$ cat src/rtl/uart_echo_responder.sv
// uart_echo_responder: 8N1 UART receiver that echoes each good byte back on tx,
// buffered through a small FIFO so back-to-back frames survive a busy transmitter.
module uart_echo_responder #(
  parameter int CLK_FREQ   = 1000000,
  parameter int BAUD_RATE  = 9600,
  parameter int FIFO_DEPTH = 4
) (
  input  logic                             clk,
  input  logic                             rst,
  input  logic                             rx,
  input  logic                             echo_en,
  input  logic                             tx_hold,
  output logic                             tx,
  output logic                             tx_busy,
  output logic [7:0]                       rx_data,
  output logic                             rx_valid,
  output logic                             frame_err,
  output logic                             overflow,
  output logic [$clog2(FIFO_DEPTH+1)-1:0]  fifo_count
);
  localparam int CPB = CLK_FREQ / BAUD_RATE;
  localparam int CW  = $clog2(CPB);
  localparam int PW  = $clog2(FIFO_DEPTH);
  localparam int FW  = $clog2(FIFO_DEPTH + 1);
  localparam logic [CW-1:0] CNT_LAST = CW'(CPB - 1);
  localparam logic [CW-1:0] CNT_HALF = CW'(CPB / 2 - 1);
  localparam logic [CW-1:0] CNT_ONE  = CW'(1);
  localparam logic [PW-1:0] PTR_ONE  = PW'(1);
  localparam logic [FW-1:0] CNT1_FW  = FW'(1);
  localparam logic [FW-1:0] FULL_CNT = FW'(FIFO_DEPTH);

  typedef enum logic [2:0] {R_IDLE, R_START, R_DATA, R_STOP, R_WAIT_HIGH} rx_state_t;
  typedef enum logic [1:0] {T_IDLE, T_START, T_DATA, T_STOP} tx_state_t;

  rx_state_t       rx_state_r;
  tx_state_t       tx_state_r;
  logic            rx_meta_r, rxs_r;
  logic [CW-1:0]   rx_cnt_r, tx_cnt_r;
  logic [2:0]      rx_bit_r, tx_bit_r;
  logic [7:0]      rx_shift_r, tx_shift_r;
  logic            push_r;
  logic [7:0]      mem_r [FIFO_DEPTH];
  logic [PW-1:0]   wr_ptr_r, rd_ptr_r;
  logic            pop_s, full_s, do_push_s;

  // A full FIFO still accepts a byte when the transmitter pops in the same cycle.
  assign pop_s     = (tx_state_r == T_IDLE) && (fifo_count != '0) && !tx_hold;
  assign full_s    = (fifo_count == FULL_CNT);
  assign do_push_s = push_r && (!full_s || pop_s);

  // Two-flop synchronizer for the asynchronous rx line, idling high.
  always_ff @(posedge clk or posedge rst) begin
    if (rst) begin
      rx_meta_r <= 1'b1;
      rxs_r     <= 1'b1;
    end else begin
      rx_meta_r <= rx;
      rxs_r     <= rx_meta_r;
    end
  end

  // Receive FSM with registered byte, pulses and FIFO push request.
  always_ff @(posedge clk or posedge rst) begin
    if (rst) begin
      rx_state_r <= R_IDLE;
      rx_cnt_r   <= '0;
      rx_bit_r   <= 3'd0;
      rx_shift_r <= 8'h00;
      rx_data    <= 8'h00;
      rx_valid   <= 1'b0;
      frame_err  <= 1'b0;
      push_r     <= 1'b0;
    end else begin
      rx_valid  <= 1'b0;
      frame_err <= 1'b0;
      push_r    <= 1'b0;
      case (rx_state_r)
        R_IDLE: if (!rxs_r) begin
          rx_state_r <= R_START;
          rx_cnt_r   <= '0;
        end
        R_START: if (rx_cnt_r == CNT_HALF) begin
          rx_cnt_r   <= '0;
          rx_bit_r   <= 3'd0;
          rx_state_r <= rxs_r ? R_IDLE : R_DATA;
        end else begin
          rx_cnt_r <= rx_cnt_r + CNT_ONE;
        end
        R_DATA: if (rx_cnt_r == CNT_LAST) begin
          rx_cnt_r   <= '0;
          rx_shift_r <= {rxs_r, rx_shift_r[7:1]};
          rx_bit_r   <= rx_bit_r + 3'd1;
          if (rx_bit_r == 3'd7) rx_state_r <= R_STOP;
        end else begin
          rx_cnt_r <= rx_cnt_r + CNT_ONE;
        end
        R_STOP: if (rx_cnt_r == CNT_LAST) begin
          rx_cnt_r <= '0;
          if (rxs_r) begin
            rx_data    <= rx_shift_r;
            rx_valid   <= 1'b1;
            push_r     <= echo_en;
            rx_state_r <= R_IDLE;
          end else begin
            frame_err  <= 1'b1;
            rx_state_r <= R_WAIT_HIGH;
          end
        end else begin
          rx_cnt_r <= rx_cnt_r + CNT_ONE;
        end
        R_WAIT_HIGH: if (rxs_r) rx_state_r <= R_IDLE;
        default: rx_state_r <= R_IDLE;
      endcase
    end
  end

  // Echo buffer storage.
  always_ff @(posedge clk) begin
    if (do_push_s) mem_r[wr_ptr_r] <= rx_data;
  end

  // FIFO pointers, occupancy and overflow pulse.
  always_ff @(posedge clk or posedge rst) begin
    if (rst) begin
      wr_ptr_r   <= '0;
      rd_ptr_r   <= '0;
      fifo_count <= '0;
      overflow   <= 1'b0;
    end else begin
      overflow <= push_r && full_s && !pop_s;
      if (do_push_s) wr_ptr_r <= wr_ptr_r + PTR_ONE;
      if (pop_s) rd_ptr_r <= rd_ptr_r + PTR_ONE;
      case ({do_push_s, pop_s})
        2'b10:   fifo_count <= fifo_count + CNT1_FW;
        2'b01:   fifo_count <= fifo_count - CNT1_FW;
        default: fifo_count <= fifo_count;
      endcase
    end
  end

  // Transmit FSM; tx and tx_busy are registered directly.
  always_ff @(posedge clk or posedge rst) begin
    if (rst) begin
      tx_state_r <= T_IDLE;
      tx_cnt_r   <= '0;
      tx_bit_r   <= 3'd0;
      tx_shift_r <= 8'h00;
      tx         <= 1'b1;
      tx_busy    <= 1'b0;
    end else begin
      case (tx_state_r)
        T_IDLE: begin
          tx <= 1'b1;
          if (pop_s) begin
            tx_shift_r <= mem_r[rd_ptr_r];
            tx         <= 1'b0;
            tx_busy    <= 1'b1;
            tx_cnt_r   <= '0;
            tx_state_r <= T_START;
          end
        end
        T_START: if (tx_cnt_r == CNT_LAST) begin
          tx_cnt_r   <= '0;
          tx_bit_r   <= 3'd0;
          tx         <= tx_shift_r[0];
          tx_state_r <= T_DATA;
        end else begin
          tx_cnt_r <= tx_cnt_r + CNT_ONE;
        end
        T_DATA: if (tx_cnt_r == CNT_LAST) begin
          tx_cnt_r <= '0;
          if (tx_bit_r == 3'd7) begin
            tx         <= 1'b1;
            tx_state_r <= T_STOP;
          end else begin
            tx         <= tx_shift_r[1];
            tx_shift_r <= {1'b0, tx_shift_r[7:1]};
            tx_bit_r   <= tx_bit_r + 3'd1;
          end
        end else begin
          tx_cnt_r <= tx_cnt_r + CNT_ONE;
        end
        T_STOP: if (tx_cnt_r == CNT_LAST) begin
          tx_cnt_r   <= '0;
          tx_busy    <= 1'b0;
          tx_state_r <= T_IDLE;
        end else begin
          tx_cnt_r <= tx_cnt_r + CNT_ONE;
        end
        default: begin
          tx         <= 1'b1;
          tx_busy    <= 1'b0;
          tx_state_r <= T_IDLE;
        end
      endcase
    end
  end
endmodule

$ cat config.mk
export PLATFORM = sky130hd
export DESIGN_NAME = uart_echo_responder
export DESIGN_NICKNAME = d
export VERILOG_FILES = /design/src/rtl/uart_echo_responder.sv
export SDC_FILE = /design/constraint.sdc
export NUM_CORES = 1
export LEC_CHECK = 0
export BUFFER_PORTS_ARGS = -buffer_cell sky130_fd_sc_hd__buf_2
export CORE_MARGIN = 2
export CORE_UTILIZATION = 35
export DETAILED_ROUTE_END_ITERATION = 10
export GPL_TIMING_DRIVEN = 1
export PLACE_DENSITY = 0.58
export RECOVER_POWER = 50
export SYNTH_ARGS = -nofsm -noshare
export SYNTH_HDL_FRONTEND = slang
export SYNTH_SLANG_ARGS = --single-unit
$ cat constraint.sdc
create_clock -name clk -period 3.1 [get_ports clk]
set_input_delay 0.62 -clock clk [delete_from_list [all_inputs] [get_ports clk]]
set_output_delay 0.62 -clock clk [all_outputs]
set_load 0.01 [all_outputs]
Yosys cells after proc, flatten, opt, wreduce, memory -nomap -nowiden
Memory sizes are Yosys's and may differ from the RTL's.
Cells that the tools add are included.
{ "totals": {"reg_bits": 64, "ramBits": 32, "out_inout_bits": 16, "wordCells": 140, "n_memories": 1} }
{ "op_classes": {"addsub": 8, "n_eq_ne": 27, "mux": 53, "reduce_logical": 31} }
{ "mem_list": {"columns": ["memory", "words", "word_bits", "rd", "rd_clocked_by_memory_dff", "wr", "line", "text"], "rows": [
  ["mem_r", 4, 8, 1, 0, 1, "42", "logic [7:0] mem_r [FIFO_DEPTH];"]
]} }
{ "ops": {"columns": ["op", "count"], "rows": [
  ["two-way mux 3 bit", 12],
  ["two-way mux 7 bit", 5],
  ["two-way mux 8 bit", 3],
  ["!= test 2 bit (second input constant)", 12],
  ["case mux 7 bit (3 select lines)", 1],
  ["case mux 3 bit (2 select lines)", 3],
  ["two-way mux 1 bit", 17],
  ["case mux 8 bit (2 select lines)", 1],
  ["case mux 3 bit (5 select lines)", 1],
  ["adder 7 x 1 -> 7 bit (second input constant)", 2],
  ["== test 7 bit (second input constant)", 2],
  ["case mux 7 bit (2 select lines)", 1],
  ["== test 3 bit (second input constant)", 4],
  ["two-way mux 2 bit", 6],
  ["AND reduction 3 bit", 4],
  ["nonzero test 2 bit", 5],
  ["adder 3 x 1 -> 3 bit (second input constant)", 3],
  ["nonzero test 3 bit", 3],
  ["case mux 2 bit (4 select lines)", 1],
  ["AND reduction 4 bit", 2],
  ["== test 7 x 6 -> 1 bit (second input constant)", 1],
  ["== test 2 bit (second input constant)", 3],
  ["== test 3 x 2 -> 1 bit (second input constant)", 2],
  ["AND reduction 6 bit", 1],
  ["other kinds (15)", 24]
]} }

Logic depth before layout (Yosys ltp)
{ "logic_depth": {"depth_word": 7, "ltp_mapped": 10} }

Worst setup path before layout
Ideal clock, no wire load.
{ "synth_timing": {"kind": "input-to-reg", "from": "in tx_hold", "to": "reg fifo_count[2]", "t_arrival_ns": 2.177, "required_time_ns": 2.974, "setup_slack_ns": 0.797, "path_stages": 7, "n_path_buf": 0, "cell_sequence": "nand2b_1 > nor2_1 > nand2_1 > fa_1 > nand2b_1 > nand2b_1 > a311o_1"} }
{ "synth_between": {"elab_chain_len": 6, "word_cells_on_any_way": 8} }
{ "synth_rtl": {"columns": ["item", "line", "text"], "rows": [
  ["start: declaration", "12", "input logic tx_hold,"],
  ["zero test 1 bit (*)", "47", "assign pop_s = (tx_state_r == T_IDLE) && (fifo_count != '0) && !tx_hold;"],
  ["logical AND 1 bit (*)", "47", null],
  ["logical OR 1 bit", "49", "assign do_push_s = push_r && (!full_s || pop_s);"],
  ["logical AND 1 bit", "49", null],
  ["== test 2 x 1 -> 1 bit / == test 2 bit (equally long branches)", "133", "case ({do_push_s, pop_s})"],
  ["case mux 3 bit (2 select lines) / nonzero test 2 bit (equally long branches)", null, null],
  ["end signal: assignment", "134", "2'b10: fifo_count <= fifo_count + CNT1_FW;"],
  ["end signal: assignment", "135", "2'b01: fifo_count <= fifo_count - CNT1_FW;"],
  ["end signal: assignment", "136", "default: fifo_count <= fifo_count;"],
  ["end: declaration", "19", "output logic [$clog2(FIFO_DEPTH+1)-1:0] fifo_count"]
]} }
Every way passes the cells marked *; elsewhere a longest branch is shown, timed or not.
A chain may end at the register's enable or synchronous reset.

Worst setup path in the final report
{ "layout_timing": {"from": "reg tx_state_r[0]", "to": "reg fifo_count[2]"} }
{ "layout_between": {"elab_chain_len": 7, "word_cells_on_any_way": 9} }
{ "layout_rtl": {"columns": ["item", "line", "text"], "rows": [
  ["start: declaration", "36", "tx_state_t tx_state_r;"],
  ["start signal: assignment", "144", "tx_state_r <= T_IDLE;"],
  ["start signal: assignment", "159", "tx_state_r <= T_START;"],
  ["start signal: assignment", "166", "tx_state_r <= T_DATA;"],
  ["zero test 2 bit (*)", "47", null],
  ["logical AND 1 bit (*) (2 in a row)", "47", null],
  ["logical OR 1 bit", "49", null],
  ["logical AND 1 bit", "49", null],
  ["== test 2 x 1 -> 1 bit / == test 2 bit (equally long branches)", "133", null],
  ["case mux 3 bit (2 select lines) / nonzero test 2 bit (equally long branches)", null, null]
]} }
Marks and branches as above.

==> qor.yml <==
synth-edff-count: 32
yosysWarnings: 0
cts_resized: 0
cp_max_fo: 11
rsz0062_at_grt: "no"
hold_viol_final: 0
drc: 0
routabilityCongestion: 0.825
cts_setup_buffers: 0
setup_viol: 0
ir_drop_v: 0.000249
p_leak_uw: 0.00217
p_per_area_nw_per_um2: 489
endpoint_kind: "register"
clk_latency_ps: 340
row_count: 41
post_drt_wl_per_cell_um: 14.2
first_global_vias: 2702
nNetsFinal: 378
viasPerCell: 4.91
cts_hold_buf: 0
status: "finished clean"
synth_area_leaders: "dfrtp_1 (35%), edfxtp_1 (22%), mux2_2 (9.2%)"
drtAntennaViolNets: 0
multi_input_area_um2: 1740
max_cap_viol_count: 0
hp-class: "register to register"
grt_overflow_total: 0
fin_util: 0.401
syn_inst: 333
grt_max_degree: 36
finalMaxSlewViolations: 0
ys_types: 50
wl_um: 7590
placed_cell_area_um2: 4710
critical_path_arrival_ps: 2790
crit_type: "register to register"
cts_root_buffer: "clkbuf_16"
globalRouteTotalUtil: 0.127
dr.pass1.iters: 4
cts_sinks: 96
htree_levels: 3
setup_ws_ps: 536
grt_pass1_wl_um: 13400
ios: 21
synth_nets: 355
cts_buffers: 9
dr.first_iter.drc_count: 136
chipHeight_um: 116
avgSynthCellArea_um2: 13.3
final_cell_mix: "dfrtp_1 (61), mux2_2 (36), edfxtp_1 (32), ha_1 (16)"
post-place-ws_ps: 541
sequential_cell_area_um2: 2570
async_reset_ff_frac: 0.667
core_area_um2: 12500
fillers: 1160
ys_ff_latch: 96
die_x_um: 116
synth_area_um2: 4410
hpwl_um: 5270
clk_path_buf_depth: 2
num_antenna_cells: 0
area_growth_pct: 13.2
post-route-period-util: 0.827
skew_ps: 7.32
tightest_slew_ps: 1410
slew_headroom: 0.0610
fmaxAchievable_mhz: 390
die_area_um2: 13500
port_buffers: 20
start_util: 0.354
period_needed_ps: 2560
yosysTopAreaCell: "dfrtp_1"
yosysTopAreaCellShare: 0.346
critPathLaunchType: "register"
vias: 2618
antenna_found_initial: 0
clkTransAtPathRegs_ps: 70
synth_flop_cell: "dfrtp_1"
ys_seq_area_frac: 0.581
layout-drive-gt1-share: 0.235
tritoncts: "built"
final_cell_area_um2: 4990
setup_tns_ps: 0
crit_required_ps: 3330
final_common_cell: "dfrtp_1"
[metal layers]
| layer | GRT usage | routed length (µm) | up-vias | part of all wire |
|---|---|---|---|---|
| met4 | 0.0571 | 114 | 0 | 0.015 |
| met2 | 0.209 | 3730 | 34 | 0.49 |
| met5 | 0 | 0 | - | 0 |
| li1 | - | - | 1269 | - |
| met1 | 0.162 | 3510 | 1305 | 0.46 |
| met3 | 0.0249 | 231 | 10 | 0.030 |
[synth_stat cells (3+ instances only)]
cell type and instances:
nor4_1 3, o21ai_0 15, mux4_2 8, nand2_1 15, or3_1 3, nor2_1 12, inv_1 15, xnor2_1 9
mux2_2 36, nand2b_1 8, ha_1 16, nor2b_1 3, nand3_1 9, dfrtp_1 61, a21oi_1 13, nor3_1 10
clkbuf_1 10, dfstp_2 3, a31oi_1 3, and2_1 4, a22o_1 9, and3_1 3, edfxtp_1 32
[power breakdown]
group          switching, µW  internal, µW  leakage, µW  total [µW]
Combinational           19.2          3.48     0.000807        22.7
Clock                    477           635     0.000138        1110
Sequential              1.32          1310      0.00122        1310
[worst paths after layout]
check                                   start       endpoint  slack (ps)  cells past startpoint
max in group asynchronous                 rst    wr_ptr_r[1]        1020                      3
worst max-delay path            tx_state_r[0]  fifo_count[2]         540                      9
worst max register to register  tx_state_r[0]  fifo_count[2]         540                      9
worst min register to register      rx_meta_r          rxs_r         360                      0
worst min-delay path                rx_meta_r          rxs_r         360                      0
min in group asynchronous                 rst  fifo_count[2]         680                      2
[registers in the layout, summed over array words and instances, names as in the netlist]
signal / count
mem_r: 32
rx_data: 8
rx_shift_r: 8
tx_shift_r: 8
rx_cnt_r: 7
tx_cnt_r: 7
fifo_count: 3
rx_bit_r: 3
rx_state_r: 3
tx_bit_r: 3
rd_ptr_r: 2
tx_state_r: 2
wr_ptr_r: 2
frame_err: 1
overflow: 1
push_r: 1
rx_meta_r: 1
rx_valid: 1
rxs_r: 1
tx: 1
tx_busy: 1
[logic make-up (layout without fill, tap and decap cells)]
logic type,Yosys count,after routing,share of synthesized area
XOR/XNOR,10,10,0.0198
AO/OA/AOI/OAI,55,55,0.0814
buffers and inverters,27,55,0.0235
AND/OR/NAND/NOR,83,83,0.109
multiplexers,45,45,0.135
flip-flops,96,96,0.581
adder cells (fa/ha/maj),17,17,0.0499
[critical path: stages, from the launching register on]
cell and delay (ps):
dfrtp_1 430, inv_1 140, ha_1 390, nand2b_1 190, nor2_1 150, nand2_1 80
fa_1 400, nand2b_1 180, nand2b_1 160, a311o_1 310
[area by class of cell]
cell class | count | share of cell area
Sequential cell | 96 | 0.514
Clock buffer | 11 | 0.0466
Tap cell | 172 | 0.0431
Timing Repair Buffer | 24 | 0.0230
Multi-Input combinational cell | 210 | 0.349
Clock inverter | 5 | 0.0130
Inverter | 15 | 0.0113
[per-stage QoR]
stage	std cells	hold slack, ps	total power, µW
finish	533	355	2440
global route	533	361	2540
CTS	533	356	2480
detailed placement	517	347	1360
global placement	517	347	1360
floorplan	333	345	1350
No activity file was read; power rests on OpenSTA's default activity.
